--- config.mk ---
export PLATFORM = sky130hd
export DESIGN_NAME = ps2_kb_cmd_sequencer_flat
export DESIGN_NICKNAME = d
export VERILOG_FILES = /design/src/rtl/ps2_kb_cmd_sequencer_if.sv /design/src/rtl/ps2_kb_cmd_sequencer.sv /design/src/flat_wrapper.sv
export SDC_FILE = /design/constraint.sdc
export NUM_CORES = 1
export LEC_CHECK = 0
export ABC_AREA = 1
export BUFFER_PORTS_ARGS = -buffer_cell sky130_fd_sc_hd__clkbuf_2
export CAP_MARGIN = 20
export CORE_MARGIN = 5
export CORE_UTILIZATION = 55
export DETAILED_ROUTE_END_ITERATION = 16
export GPL_ROUTABILITY_DRIVEN = 0
export PLACE_DENSITY_LB_ADDON = 0.2
export SLEW_MARGIN = 10
export SYNTH_ARGS = -nofsm -noshare
export SYNTH_HDL_FRONTEND = slang
export SYNTH_SLANG_ARGS = --single-unit
--- constraint.sdc ---
create_clock -name clk -period 3 [get_ports clk]
set_clock_uncertainty 0.05 [all_clocks]
set_input_delay 0.6 -clock clk [delete_from_list [all_inputs] [get_ports clk]]
set_output_delay 0.6 -clock clk [all_outputs]
set_load 0.01 [all_outputs]
--- src/rtl/ps2_kb_cmd_sequencer_if.sv ---
// PS/2 link seen by the command sequencer: transmitter load/busy, receiver strobe and
// the key-event forward toward the core.
interface ps2_kb_cmd_sequencer_if;
    // Handshake: tx_load is a one-cycle strobe with tx_data valid in that same cycle; the
    // transmitter raises tx_busy within two cycles and drops it when the byte is out, with
    // tx_error meaningful once tx_busy is low. rx_interrupt is a one-cycle strobe that
    // qualifies rx_scancode; key_interrupt is a one-cycle strobe that qualifies the same byte.
    logic [7:0] tx_data;
    logic       tx_load;
    logic       tx_busy;
    logic       tx_error;
    logic       rx_enable;
    logic       rx_interrupt;
    logic [7:0] rx_scancode;
    logic       key_interrupt;

    modport master (
        output tx_data, tx_load, rx_enable, key_interrupt,
        input  tx_busy, tx_error, rx_interrupt, rx_scancode
    );

    modport slave (
        input  tx_data, tx_load, rx_enable, key_interrupt,
        output tx_busy, tx_error, rx_interrupt, rx_scancode
    );
endinterface

--- src/rtl/ps2_kb_cmd_sequencer.sv ---
// Arbitrates keyboard reset, LED update and raw command requests onto the single PS/2
// transmitter, runs each byte sequence to completion and gates the receiver meanwhile.
module ps2_kb_cmd_sequencer #(
    parameter logic [23:0] ACK_TIMEOUT = 24'd2_000_000,
    parameter logic [23:0] BAT_TIMEOUT = 24'd12_000_000,
    parameter logic [3:0]  MAX_RETRIES = 4'd2
) (
    input  logic       clk,
    input  logic       rst,
    input  logic       kbreset_req,
    input  logic       led_update,
    input  logic [2:0] led_state,
    input  logic       cmd_load,
    input  logic [7:0] cmd_data,
    output logic       busy,
    output logic       done,
    output logic       fail,
    output logic [2:0] dbg_state,
    ps2_kb_cmd_sequencer_if.master link
);
    typedef enum logic [2:0] {S_IDLE, S_LOAD, S_TXWAIT, S_RESP, S_BAT} state_t;
    typedef enum logic [1:0] {K_RST, K_CMD, K_LED} kind_t;

    state_t      state, state_d;
    kind_t       kind, kind_d;
    logic        byte_idx, idx_d;
    logic [3:0]  retry_cnt, retry_d;
    logic [23:0] timer;
    logic        pend_rst, pend_cmd, pend_led;
    logic        clr_rst, clr_cmd, clr_led;
    logic [7:0]  cmd_reg, cur_cmd, cur_cmd_d;
    logic [2:0]  led_reg, cur_led, cur_led_d;
    logic        done_d, fail_d, fwd, do_retry, rx_en_d;
    logic [7:0]  tx_byte;

    assign dbg_state = state;

    always_comb begin
        state_d   = state;
        kind_d    = kind;
        idx_d     = byte_idx;
        retry_d   = retry_cnt;
        cur_cmd_d = cur_cmd;
        cur_led_d = cur_led;
        clr_rst   = 1'b0;
        clr_cmd   = 1'b0;
        clr_led   = 1'b0;
        done_d    = 1'b0;
        fail_d    = 1'b0;
        fwd       = 1'b0;
        do_retry  = 1'b0;
        case (state)
            S_IDLE: begin
                fwd     = link.rx_interrupt;
                idx_d   = 1'b0;
                retry_d = '0;
                if (pend_rst) begin
                    state_d = S_LOAD; kind_d = K_RST; clr_rst = 1'b1;
                end else if (pend_cmd) begin
                    state_d = S_LOAD; kind_d = K_CMD; clr_cmd = 1'b1; cur_cmd_d = cmd_reg;
                end else if (pend_led) begin
                    state_d = S_LOAD; kind_d = K_LED; clr_led = 1'b1; cur_led_d = led_reg;
                end
            end
            S_LOAD: state_d = S_TXWAIT;
            S_TXWAIT: begin
                // The transmitter needs a couple of cycles to raise tx_busy after the load.
                if (timer >= 24'd2 && !link.tx_busy) begin
                    if (link.tx_error) do_retry = 1'b1;
                    else               state_d  = S_RESP;
                end
            end
            S_RESP: begin
                if (link.rx_interrupt) begin
                    if (link.rx_scancode == 8'hFA) begin
                        retry_d = '0;
                        if (kind == K_LED && !byte_idx) begin
                            idx_d = 1'b1; state_d = S_LOAD;
                        end else if (kind == K_RST) begin
                            state_d = S_BAT;
                        end else begin
                            done_d = 1'b1; state_d = S_IDLE;
                        end
                    end else if (link.rx_scancode == 8'hFE) begin
                        do_retry = 1'b1;
                    end else begin
                        fwd = 1'b1;
                    end
                end else if (timer >= ACK_TIMEOUT) begin
                    do_retry = 1'b1;
                end
            end
            S_BAT: begin
                if (link.rx_interrupt) begin
                    if (link.rx_scancode == 8'hAA) begin
                        done_d = 1'b1; state_d = S_IDLE;
                    end else if (link.rx_scancode == 8'hFC) begin
                        fail_d = 1'b1; state_d = S_IDLE;
                    end else begin
                        fwd = 1'b1;
                    end
                end else if (timer >= BAT_TIMEOUT) begin
                    fail_d = 1'b1; state_d = S_IDLE;
                end
            end
            default: state_d = S_IDLE;
        endcase
        if (do_retry) begin
            if (retry_cnt == MAX_RETRIES) begin
                fail_d = 1'b1; state_d = S_IDLE;
            end else begin
                retry_d = retry_cnt + 4'd1; state_d = S_LOAD;
            end
        end
    end

    // A byte arriving while the receiver is about to be gated is dropped, not forwarded.
    assign rx_en_d = !(state_d == S_LOAD || state_d == S_TXWAIT);

    always_comb begin
        case (kind_d)
            K_RST:   tx_byte = 8'hFF;
            K_CMD:   tx_byte = cur_cmd_d;
            default: tx_byte = idx_d ? {5'b0, cur_led_d} : 8'hED;
        endcase
    end

    always_ff @(posedge clk or posedge rst) begin
        if (rst) begin
            state              <= S_IDLE;
            kind               <= K_RST;
            byte_idx           <= 1'b0;
            retry_cnt          <= '0;
            timer              <= '0;
            pend_rst           <= 1'b0;
            pend_cmd           <= 1'b0;
            pend_led           <= 1'b0;
            cmd_reg            <= '0;
            led_reg            <= '0;
            cur_cmd            <= '0;
            cur_led            <= '0;
            busy               <= 1'b0;
            done               <= 1'b0;
            fail               <= 1'b0;
            link.tx_load       <= 1'b0;
            link.tx_data       <= '0;
            link.rx_enable     <= 1'b1;
            link.key_interrupt <= 1'b0;
        end else begin
            state     <= state_d;
            kind      <= kind_d;
            byte_idx  <= idx_d;
            retry_cnt <= retry_d;
            cur_cmd   <= cur_cmd_d;
            cur_led   <= cur_led_d;
            timer     <= (state_d != state) ? '0 : ((&timer) ? timer : timer + 24'd1);
            // A new request beats the clear, so a pulse during arbitration queues another run.
            pend_rst  <= (pend_rst & ~clr_rst) | kbreset_req;
            pend_cmd  <= (pend_cmd & ~clr_cmd) | cmd_load;
            pend_led  <= (pend_led & ~clr_led) | led_update;
            if (cmd_load)   cmd_reg <= cmd_data;
            if (led_update) led_reg <= led_state;
            busy               <= (state_d != S_IDLE);
            done               <= done_d;
            fail               <= fail_d;
            link.tx_load       <= (state_d == S_LOAD);
            if (state_d == S_LOAD) link.tx_data <= tx_byte;
            link.rx_enable     <= rx_en_d;
            link.key_interrupt <= fwd & rx_en_d;
        end
    end
endmodule

--- src/flat_wrapper.sv ---
// flat-port wrapper written by rule: the top's interface ports become plain ports
module ps2_kb_cmd_sequencer_flat 
#(
    parameter logic [23:0] ACK_TIMEOUT = 24'd2_000_000,
    parameter logic [23:0] BAT_TIMEOUT = 24'd12_000_000,
    parameter logic [3:0]  MAX_RETRIES = 4'd2
)
  (clk, rst, kbreset_req, led_update, led_state, cmd_load, cmd_data, busy, done, fail, dbg_state, link_tx_data, link_tx_load, link_rx_enable, link_key_interrupt, link_tx_busy, link_tx_error, link_rx_interrupt, link_rx_scancode);
  ps2_kb_cmd_sequencer_if link_i ();
  input  logic clk;
  input  logic rst;
  input  logic kbreset_req;
  input  logic led_update;
  input  logic [2:0] led_state;
  input  logic cmd_load;
  input  logic [7:0] cmd_data;
  output logic busy;
  output logic done;
  output logic fail;
  output logic [2:0] dbg_state;
  output wire logic [$bits(link_i.tx_data)-1:0] link_tx_data;
  output wire logic [$bits(link_i.tx_load)-1:0] link_tx_load;
  output wire logic [$bits(link_i.rx_enable)-1:0] link_rx_enable;
  output wire logic [$bits(link_i.key_interrupt)-1:0] link_key_interrupt;
  input wire logic [$bits(link_i.tx_busy)-1:0] link_tx_busy;
  input wire logic [$bits(link_i.tx_error)-1:0] link_tx_error;
  input wire logic [$bits(link_i.rx_interrupt)-1:0] link_rx_interrupt;
  input wire logic [$bits(link_i.rx_scancode)-1:0] link_rx_scancode;
  assign link_tx_data = link_i.tx_data;
  assign link_tx_load = link_i.tx_load;
  assign link_rx_enable = link_i.rx_enable;
  assign link_key_interrupt = link_i.key_interrupt;
  assign link_i.tx_busy = link_tx_busy;
  assign link_i.tx_error = link_tx_error;
  assign link_i.rx_interrupt = link_rx_interrupt;
  assign link_i.rx_scancode = link_rx_scancode;
  ps2_kb_cmd_sequencer #(.ACK_TIMEOUT(ACK_TIMEOUT), .BAT_TIMEOUT(BAT_TIMEOUT), .MAX_RETRIES(MAX_RETRIES)) u_core (.clk(clk), .rst(rst), .kbreset_req(kbreset_req), .led_update(led_update), .led_state(led_state), .cmd_load(cmd_load), .cmd_data(cmd_data), .busy(busy), .done(done), .fail(fail), .dbg_state(dbg_state), .link(link_i));
endmodule
==> summary.txt, run 1 <==
STA
  – Setup violations, final: 0
  – Fin crit period: 2.18 ns
  – Fin crit share: around 73%
  – Setup TNS: 0 ns
  – Final Hold Violating Endpoints: 0
  – Max transition margin: around 54%
  – RSZ-0062 raised after global routing: no
  – Max Freq: 459 MHz
  – Slew at the pin closest to its max-slew limit: 0.690 ns
  – Slew Limit Fails: 0

Yosys
  – Flops & latches, synth: 73
  – Post-synthesis cell type count: 38
  – Synth warn: 0
  – Post-synthesis sequential area ratio: 47.4%
  – Syn avg cell area: 7.93 um^2
  – Mapped Area: 0.00385 mm^2
  – Syn_nets: about 520
  – Syn Inst Count: 486

Floorplan
  – Io pins: 44
  – DIE AREA: 0.00878 mm^2
  – Die Y: roughly 94 um
  – Core Area: 0.00679 mm^2
  – Initial Utilization: 56.7%
  – # rows: 30
  – Die Wd: about 94 um

Clocking
  – CTS Buf Count: 9
  – Cts hold-fix bufs: 0
  – H-Tree Depth: 3
  – Postcts setup bufs: 0
  – Worst-Skew Late Latency: roughly 0.35 ns
  – Post-CTS Resized: 0
  – CTS tree: built
  – Register clock-pin slew on the reported worst setup and hold paths: roughly 0.090 ns
  – Clk sink count: between 70 and 80
  – CTS max path bufs: 2
  – CTS Root Cell: clkbuf_8

Power
  – Pleak: 0.00230 uW
  – Peak VDD IR: 0.507 mV
  – Power per cell area: 755 mW/mm^2

Final layout
  – Fillers: 636
  – # nets final: 566
  – Layout cells sized above 1: 18.3%
  – Final Util: 64.3%
  – Top reg by flops: u_core.timer
  – Commonest non-fill, non-tap cell in the layout: nand2_1
  – Max reg flops: 24
  – Most frequent cells in the layout: nand2_1 (105), dfrtp_1 (72), nor2_1 (70)
  – # diodes: 0
  – Area grow syn2layout: 13.4%

Worst hold path
  – Min-Delay Path Class: in2async

Detailed routing
  – 1st-iter DRT viols: 130
  – Routed Antenna Nets: 0
  – Vias per cell: 5.10
  – # DRC: 0
  – Final wirelength: 8060 um
  – Vias: 3242
  – Drt pass-1 iters: 4
  – WL/cell: around 13 um

Critical path
  – Crit-path max FO: 17
  – Worst EP required: 3.20 ns
  – CP Data Arrival Time: 2.38 ns
  – Setup CP Type: reg2reg
  – Startpoint types: register
  – Worst setup EP type: register

Job
  – Max-Cap Viols: 0

GRT
  – First-pass GRT wire length: between 10000 and 15000 um
  – GRT overflow: 0
  – Number of global-route vias before repair: 3114
  – Largest net degree at the start of global routing: 43
  – Initial antenna violation count: 0
  – Total GRT Usage: 19.9%

Place
  – Detailed Place HPWL: 6010 um
  – IO Port Bufs: 43

Run status
  – Result of the run: finished clean
## critical path: stages (launching register included)
cell and delay, ns:
dfrtp_1 0.45, nor2_1 0.20, nand2_2 0.13, inv_1 0.15
nand3_2 0.28, o21ai_0 0.24, nand2_1 0.16, inv_1 0.17
a22oi_1 0.11, nand2_1 0.10, nand2_1 0.05
## cell type report
cell class | instances | area [um^2] | share of cell area, %
Tap cell | 96 | 120 | 2.75
Timing Repair Buffer | 44 | 235 | 5.38
Sequential cell | 73 | 1830 | 41.8
Clock inverter | 7 | 83.8 | 1.92
Multi-Input combinational cell | 333 | 1700 | 38.9
Clock buffer | 9 | 124 | 2.83
Inverter | 74 | 278 | 6.36
## path summary, 6_finish.rpt
check	cells after the start	from	to	slack [ns]
hold reg to reg	2	u_core.link.tx_data[1]	u_core.link.tx_data[1]	0.43
hold / removal	2	rst	u_core.timer[7]	0.28
max in group asynchronous	3	rst	u_core.link.rx_enable	1.89
setup reg to reg	10	u_core.dbg_state[1]	u_core.link.tx_data[0]	0.82
setup / recovery	10	u_core.dbg_state[1]	u_core.link.tx_data[0]	0.82
min in group clk	3	cmd_data[7]	u_core.cmd_reg[7]	0.40
## stage by stage
step	cells	hold slack (ns)	cell area [um^2]	setup WS, ns	power, uW
finish	636	0.283	4370	0.823	3300
detailed placement	620	0.413	4160	0.744	2510
floorplan	486	0.412	3850	0.498	2230
CTS	636	0.305	4370	0.804	3330
global placement	620	0.408	4160	0.825	2470
global route	636	0.364	4370	0.595	3560
## layer usage
layer	track usage (%)	share of wire (%)
met5	0	0
met4	7.70	0.96
met3	3.45	4.3
met2	31.6	48
met1	27.3	47
## report_power, final
| group | leakage [uW] | switching (uW) | internal (uW) |
|---|---|---|---|
| Clock | 0.000103 | 410 | 400 |
| Sequential | 0.000935 | 132 | 1210 |
| Combinational | 0.00126 | 756 | 388 |
| Total | 0.00230 | 1300 | 2000 |
## cells by family (layout without fill, tap and decap cells)
| logic type | after synthesis | count (layout) | share of synthesized area (%) |
|---|---|---|---|
| and+or+nand+nor | 247 | 247 | 29.0 |
| buffers and inverters | 80 | 134 | 8.44 |
| AOI/OAI and AO/OA | 62 | 62 | 9.06 |
| muxes | 3 | 3 | 0.876 |
| xor gates and xnor gates | 17 | 17 | 3.86 |
| adders and majority gates | 4 | 4 | 1.30 |
| DFF | 73 | 73 | 47.4 |
## synth_stat cells (all sizes together)
cell	count	area, um^2
nand2	112	443
nor2	79	329
inv	73	274
dfrtp	72	1800
nand3	35	213
o21ai	32	160
xor2	16	140
a21oi	13	68.8
nand4	9	56.3
nor3	6	35.0
buf	5	43.8
o21a	5	37.5
ha	4	50.1
o22ai	4	25.0
mux2	3	33.8
nor4	3	25.0
o21bai	3	22.5
or2	3	18.8
a31oi	2	12.5
a211oi	1	7.51
a22oi	1	7.51
clkbuf	1	3.75
clkinv	1	3.75
dfstp	1	26.3
o211ai	1	7.51
xnor2	1	8.76
(Power assumes the default switching activity.)
==> run 2: changes to the inputs <==
Clock period 3 ns to 2.1 ns, I/O delays scaled along.
==> run 2 against run 1 <==
Compared with the run above: maximum frequency grew 6.3%; sequential power grew 43%; clock power grew 44%; utilization grew 4.6 points; final cell count grew 3.3%; combinational power grew 79%; power grew 55%; via count grew 3.6%; critical path depth grew 1; largest cell class is now multi-input gates; highest routed layer unchanged.
==> summary.txt, run 2 (same netlist as run 1, synthesis figures left out) <==
Final layout
  – Most frequent cells in the layout: nand2_1 (100), dfrtp_1 (70), inv_1 (65) (was nand2_1 (105), dfrtp_1 (72), nor2_1 (70))
  – Final Util: 68.9% (was 64.3%)
  – # nets final: 587 (was 566)
  – Non-Filler Instances: 657 (was 636)
  – Top reg by flops: u_core.timer (unchanged)
  – Area grow syn2layout: 21.5% (was 13.4%)
  – Layout cells sized above 1: 25.5% (was 18.3%)
  – Commonest non-fill, non-tap cell in the layout: nand2_1 (unchanged)
  – Max reg flops: 24 (unchanged)
  – # diodes: 0 (unchanged)

STA
  – Fin crit share: 97.5% (was 72.6%)
  – Slew at the pin closest to its max-slew limit: 0.464 ns (was 0.690 ns)
  – Fin crit period: 2.05 ns (was 2.18 ns)
  – Slew Limit Fails: 0 (unchanged)
  – Max transition margin: 68.8% (was 53.9%)
  – Max Freq: 488 MHz (was 459 MHz)
  – Final Hold Violating Endpoints: 0 (unchanged)
  – RSZ-0062 raised after global routing: yes (was no)
  – Setup violations, final: 0 (unchanged)
  – Setup TNS: 0 ns (unchanged)

Clocking
  – Clk sink count: 73 (unchanged)
  – CTS Root Cell: clkbuf_8 (unchanged)
  – Worst-Skew Late Latency: 0.35 ns (about the same)
  – CTS tree: built (unchanged)
  – CTS Buf Count: 9 (unchanged)
  – CTS max path bufs: 2 (unchanged)
  – Register clock-pin slew on the reported worst setup and hold paths: 0.08 ns (was 0.09 ns)
  – H-Tree Depth: 3 (unchanged)
  – Cts hold-fix bufs: 0 (unchanged)

Detailed routing
  – # DRC: 0 (unchanged)
  – Final wirelength: 8860 um (was 8060 um)
  – Vias: 3358 (was 3242)
  – WL/cell: 13.5 um (was 12.7 um)
  – 1st-iter DRT viols: 149 (was 130)
  – Drt pass-1 iters: 5 (was 4)
  – Vias per cell: 5.11 (was 5.10)
  – Routed Antenna Nets: 0 (unchanged)

Critical path
  – Startpoint types: register (unchanged)
  – Crit-path max FO: 12 (was 17)
  – Worst setup EP type: register (unchanged)
  – CP Data Arrival Time: 2.27 ns (was 2.38 ns)
  – Setup CP Type: reg2reg (unchanged)
  – Worst EP required: 2.32 ns (was 3.20 ns)

Power
  – Pleak: 0.00243 uW (was 0.00230 uW)
  – Clock network fraction of total power: 22.8% (was 24.6%)
  – Sw Ratio: 40.1% (was 39.3%)
  – Power per cell area: 1090 mW/mm^2 (was 755 mW/mm^2)
  – P_sw: 2050 uW (was 1300 uW)
  – Comb power frac: 39.9% (was 34.7%)
  – Peak VDD IR: 0.716 mV (was 0.507 mV)
  – Int Pwr: 3070 uW (was 2000 uW)
  – Sequential share of power: 37.3% (was 40.8%)

Place
  – IO Port Bufs: 43 (unchanged)
  – Detailed Place HPWL: 6000 um (was 6010 um)
  – Placed insts: 634 (was 620)

GRT
  – First-pass GRT wire length: 14100 um (was 14000 um)
  – Number of global-route vias before repair: 3109 (was 3114)
  – Initial antenna violation count: 0 (unchanged)
  – GRT overflow: 0 (unchanged)
  – Largest net degree at the start of global routing: 74 (was 43)
  – Total GRT Usage: 19.9% (about the same)

Run status
  – Result of the run: finished clean (unchanged)

Floorplan
  – Io pins: 44 (unchanged)
  – DIE AREA: 0.00878 mm^2 (unchanged)
  – Die Y: 93.7 um (unchanged)
  – Core Area: 0.00679 mm^2 (unchanged)
  – # rows: 30 (unchanged)
  – Die Wd: 93.7 um (unchanged)
  – Initial Utilization: 56.7% (unchanged)

Job
  – Max-Cap Viols: 0 (unchanged)

Worst hold path
  – Min-Delay Path Class: in2async (unchanged)
run 2: cell count changes in the layout (fill, tap and decap cells not counted), moves of 3 or more:
cell	delta
nand3_2	+4
o21ai_0	-3
nand2_1	-5
nor2_2	+4
nor2_4	+3
buf_4	+15
nand2_2	+4
nand3_4	+3
nor2_1	-6
nand3_1	-5
run 2: final cells by class:
class,instances,area (um^2)
Sequential cell,73,1830
Multi-Input combinational cell,336,1850
Clock inverter,7,82.6
Tap cell,96,120
Timing Repair Buffer,62,399
Fill cell,557,2110
Clock buffer,9,124
Inverter,74,282
run 2: worst max-delay path, cell delays in order (launching register included):
cell,delay [ns]
dfrtp_2,0.46
inv_2,0.09
nand2_1,0.05
nor2_1,0.09
nand2_1,0.06
nand3_1,0.10
nand4_1,0.12
nand2_1,0.14
nand3_2,0.13
a21oi_4,0.28
nand3_4,0.23
nor2_1,0.17
run 2: per-stage QoR:
step | hold slack (ns) | total power [uW] | area [um^2] | worst slack, ns
final | 0.0850 | 5120 | 4680 | 0.0519
after global routing | 0.144 | 5480 | 4680 | -0.125
after CTS | 0.114 | 4810 | 4480 | 0.0548
after detailed placement | 0.412 | 3650 | 4270 | 0.0369
after global placement | 0.407 | 3580 | 4270 | 0.0919
after floorplan | 0.412 | 3190 | 3860 | 0.305
run 2: metal layers:
layer  up-vias  wire length (um)  part of all wire, %  track usage (%)
li1       1690                 -                    -                -
met1      1548              3780                   43             26.3
met5         -                 0                    0                0
met4         0               163                  1.8             6.62
met2       103              4400                   50             32.9
met3        17               522                  5.9             3.77
run 2: power by group through the flow:
stage | clock network, uW | registers (uW) | logic, uW
5_1_grt | 1260 | 1960 | 2270
3_5_place_dp | 0 | 1930 | 1720
2_1_floorplan | 0 | 1980 | 1210
3_3_place_gp | 0 | 1910 | 1670
4_1_cts | 1180 | 1910 | 1720
6_report | 1170 | 1910 | 2040
run 2: repair_timing:
action,CTS,global route
endpoints found under the setup margin,0,34
buffers inserted,0,4
gates resized for setup,0,35
run 2: final timing paths:
check / startpoint / depth (start not counted) / slack, ns / endpoint
max: u_core.timer[13] / 11 / 0.05 / u_core.timer[1]
min: rst / 3 / 0.09 / u_core.cur_led[1]
max reg2reg: u_core.timer[13] / 11 / 0.05 / u_core.timer[1]
min reg2reg: u_core.link.tx_data[4] / 2 / 0.43 / u_core.link.tx_data[4]
max in group asynchronous: rst / 3 / 1.56 / u_core.link.rx_enable
min in group clk: cmd_data[5] / 3 / 0.21 / u_core.cmd_reg[5]
